===== src/rtl/int_acceptor.sv =====
// CPU-side interrupt acceptor: INTE/EI-delay handling, request latch, and
// acknowledge/inject handshake toward the fetch stage.
//
// state   | meaning
// --------+-----------------------------------------------------------
// IDLE    | no request held; a new request is taken only while INTE=1
// PENDING | request latched, waiting for an instruction boundary or HLT
// ACK     | INTA raised, latched instruction offered to fetch
module int_acceptor #(
  parameter int INSTR_W = 24
) (
  input  logic               clk,
  input  logic               reset_n,
  input  logic               interrupt,
  input  logic [INSTR_W-1:0] interrupt_instruction,
  input  logic               ei,
  input  logic               di,
  input  logic               instr_done,
  input  logic               halted,
  input  logic               inject_taken,
  output logic               inte,
  output logic               int_pending,
  output logic               inta,
  output logic               inject_valid,
  output logic [INSTR_W-1:0] inject_instruction
);

  typedef enum logic [1:0] {
    IDLE    = 2'd0,
    PENDING = 2'd1,
    ACK     = 2'd2
  } state_t;

  state_t               state_q, state_d;
  logic                 inte_q, inte_d;
  logic                 ei_armed_q, ei_armed_d;
  logic                 pending_q, ack_q;
  logic [INSTR_W-1:0]   instr_q, instr_d;
  logic                 dispatch;

  always_comb begin
    state_d    = state_q;
    inte_d     = inte_q;
    ei_armed_d = ei_armed_q;
    instr_d    = instr_q;
    dispatch   = 1'b0;

    case (state_q)
      IDLE: begin
        if (interrupt && inte_q) begin
          state_d = PENDING;
          instr_d = interrupt_instruction;
        end
      end
      PENDING: begin
        if (di) begin
          state_d = IDLE;
        end else if (instr_done || halted) begin
          state_d  = ACK;
          dispatch = 1'b1;
        end
      end
      ACK: begin
        if (inject_taken) state_d = IDLE;
      end
      default: state_d = IDLE;
    endcase

    // Accepting an interrupt behaves like an implicit DI; an EI retiring at
    // a boundary with EI already armed (EI;EI) enables and re-arms.
    if (di || dispatch) begin
      inte_d     = 1'b0;
      ei_armed_d = 1'b0;
    end else begin
      if (instr_done && ei_armed_q) inte_d = 1'b1;
      ei_armed_d = ei || (ei_armed_q && !instr_done);
    end
  end

  always_ff @(posedge clk or negedge reset_n) begin
    if (!reset_n) begin
      state_q    <= IDLE;
      inte_q     <= 1'b0;
      ei_armed_q <= 1'b0;
      pending_q  <= 1'b0;
      ack_q      <= 1'b0;
      instr_q    <= '0;
    end else begin
      state_q    <= state_d;
      inte_q     <= inte_d;
      ei_armed_q <= ei_armed_d;
      pending_q  <= (state_d == PENDING);
      ack_q      <= (state_d == ACK);
      instr_q    <= instr_d;
    end
  end

  assign inte               = inte_q;
  assign int_pending        = pending_q;
  assign inta               = ack_q;
  assign inject_valid       = ack_q;
  assign inject_instruction = instr_q;

endmodule


===== config.mk =====
export PLATFORM = sky130hd
export DESIGN_NAME = int_acceptor
export DESIGN_NICKNAME = d
export VERILOG_FILES = /design/src/rtl/int_acceptor.sv
export SDC_FILE = /design/constraint.sdc
export NUM_CORES = 1
export LEC_CHECK = 0
export ABC_AREA = 1
export CORE_MARGIN = 2
export CORE_UTILIZATION = 41
export CTS_BUF_LIST = sky130_fd_sc_hd__clkbuf_8
export DETAILED_ROUTE_END_ITERATION = 10
export PLACE_DENSITY = 0.92
export SYNTH_ARGS = -nofsm -noshare
export SYNTH_HDL_FRONTEND = slang
export SYNTH_SLANG_ARGS = --single-unit

===== constraint.sdc =====
create_clock -name clk -period 1.26 [get_ports clk]
set_clock_uncertainty 0.05 [all_clocks]
set_input_delay 0.378 -clock clk [delete_from_list [all_inputs] [get_ports clk]]
set_output_delay 0.378 -clock clk [all_outputs]
set_load 0.05 [all_outputs]

==> metrics <==
global-route wire length before repair 5550 µm; Setup TNS Final -1830 ps; Post-Synth XOR/XNOR Area 0%; share of the synthesized area in the top cell type 61.7%; Slew HR 82.4%; CTS sink count 30; simple-gate share of the synthesized area around 30%; Vias/cell 5.48; DIE WIDTH 58.5 µm; CTS Buf Count 5; CP Max Fanout 6; most numerous cell in the Yosys netlist nand2_1; port buffer count 59; Post-synth ARST share 100%; Sw Share 40.9%; mean post-synth cell area 9.28 µm²; adder-cell area share of the yosys netlist 0%; Crit. Startpoint state_q[0]; drt drc 0; post-synthesis mux area share 0%; CTS max path bufs 2; register share of total power 30.2%; Final Cycle Share 107%; synth top area cells dfrtp_1 62%, nand2_1 16%, nand3_1 10%; logic gate share of total power 54.2%; gpl congestion 0.726; dpl hpwl 2580 µm; diode count 0; GRT Total Usage between 20% and 30%; Crit path required time 1380 ps; f_max around 0.74 GHz; P_sw around 2.1 mW; RSZ-0062 raised after global routing yes; Critical R2R Launch state_q[0]; initial core utilization 43.7%; H-tree levels 2; critical path launch point type flip-flop; Root Buffer clkbuf_8; Post-synth EDFFs 0; Peak VDD IR 2.34 mV; largest family of logic cells by synthesized area simple AND/OR/NAND/NOR gates; Syn Nets 163; initial antenna violation count 0; Yosys cell types 15; DRT iter0 DRCs ~120; 1st-pass router iterations 4; Critical Path AT around 1500 ps; final max-slew violation count 0; core region area 0.00278 mm²; power per cell area 1980 mW/mm²; TritonCTS clock tree yes; Setup crit end kind flip-flop; Die H 58.5 µm; Hold Crit Class in -> async; Synth area leader dfrtp_1; clk slew on worst S/H paths 70 ps; Post-Syn Instances around 130; Die ar. about 0.0034 mm²; post-synthesis compound-gate area fraction 2.26%; Synth Cell Area approximately 0.0012 mm²; WL/cell 20.3 µm; Layout Nets approximately 260; Fillers 98; critical path class reg -> reg; Setup Slack @ Placement -288 ps; hold buffer count at CTS 0; clock latency on the worst-skew pair 290 ps; Internal Power roughly 3 mW; total vias in the final route 1,391; Boundary Pins 60; Leak 1.24 nW; Post-Place Cells 222; outcome finished with violations; share of post-route cells with drive strength above 1 41.3%; number of global-route vias before repair 1,227; final setup vio count 46; post-route insts no fill 254; Final Hold Fails 0; Routed Antenna Nets 0; Seq/Total Area, Yosys roughly 62%; grt total ovfl 0; Clock Power Share 15.6%; synth-to-layout area growth 111%; Max Cap Viol 0; Synth warnings 0; largest net degree at the start of global routing 31; min Tclk post-route roughly 1400 ps; top cells by count, synth 53 x nand2_1, 30 x dfrtp_1, 25 x nand3_1, 4 x inv_1; Synth Flop Type dfrtp_1; Post-Layout Inst Area 0.00256 mm²; final worst slack -91.2 ps; Worst Max-Slew Pin Slew roughly 260 ps; failing checks setup timing; Total Routed Length 5160 µm; std cell rows 19; Post-DP Area 0.00215 mm²; FF+latch count, synth 30
## per-layer routing
layer,GRT usage (%),part of all wire (%),vias to the layer above
li1,-,-,606
met1,25.9,35,667
met2,40.3,53,105
met3,4.84,8.8,13
met4,8.97,2.7,0
met5,0,0,-
## flip-flops by register name (all words and copies together) (netlist names)
signal              count
int_pending             1
inject_instruction     24
inject_valid            1
state_q                 2
ei_armed_q              1
inte                    1
## cell type report
class                      count  area [µm²]  share of cell area (%)
clock buffer                   6        82.6                    3.22
clock inverter                 1        3.75                   0.146
inverter                       5        31.3                    1.22
multi-input combinational     92         509                    19.9
sequential                    30         754                    29.4
tap                           31        38.8                    1.51
timing repair buffer          89        1140                    44.6
## through the flow
| step | util, % | hold slack, ps | total power [mW] |
|---|---|---|---|
| floorplan | - | 32.4 | 2.46 |
| global placement | 77.1 | 462 | 3.80 |
| detailed placement | 77.1 | 481 | 3.87 |
| CTS | 83.3 | 426 | 4.76 |
| global route | 92.2 | 426 | 5.24 |
| finish | 92.2 | 416 | 5.08 |
## critical path, stage by stage (launching register included)
cell	delay, ps
dfrtp_2	450
nor2_4	270
buf_6	190
nand2_8	80
nand2_1	100
nand2_1	70
## cell families after synthesis
kind of cell | after synthesis
compound gates | 5
buf+inv | 12
flops | 30
simple gates | 84
## timing repair
action,in CTS,in global routing
pin swaps,0,7
setup buffers,10,10
setup endpoints to repair,30,49
hold endpoints to repair,0,0
cloned,0,5
gates resized for setup,1,38
## path summary, 6_finish.rpt
path,slack (ps),cells past startpoint,end
max,-90,5,inject_instruction[1]
min,420,2,state_q[1]
max reg2reg,-90,5,inject_instruction[1]
min reg2reg,510,2,inject_instruction[10]
max in group asynchronous,570,2,inject_instruction[7]
min in group clk,510,2,inject_instruction[10]
## layout by cell type, fill, tap and decap left out, drive strengths merged
cell / n
a21oi: 2
buf: 58
clkbuf: 6
clkdlybuf4s50: 31
clkinv: 1
dfrtp: 30
inv: 5
nand2: 57
nand3: 25
nand4: 1
nor2: 4
o21ai: 1
o22ai: 2
## power groups by stage
stage          logic, mW  registers (mW)  clock network [mW]
2_1_floorplan      0.241            2.22                   0
3_3_place_gp        2.29            1.51                   0
3_5_place_dp        2.35            1.52                   0
4_1_cts             2.50            1.49               0.774
5_1_grt             2.84            1.55               0.849
6_report            2.75            1.54               0.790
Note: power is estimated with default switching activity, not from simulation.
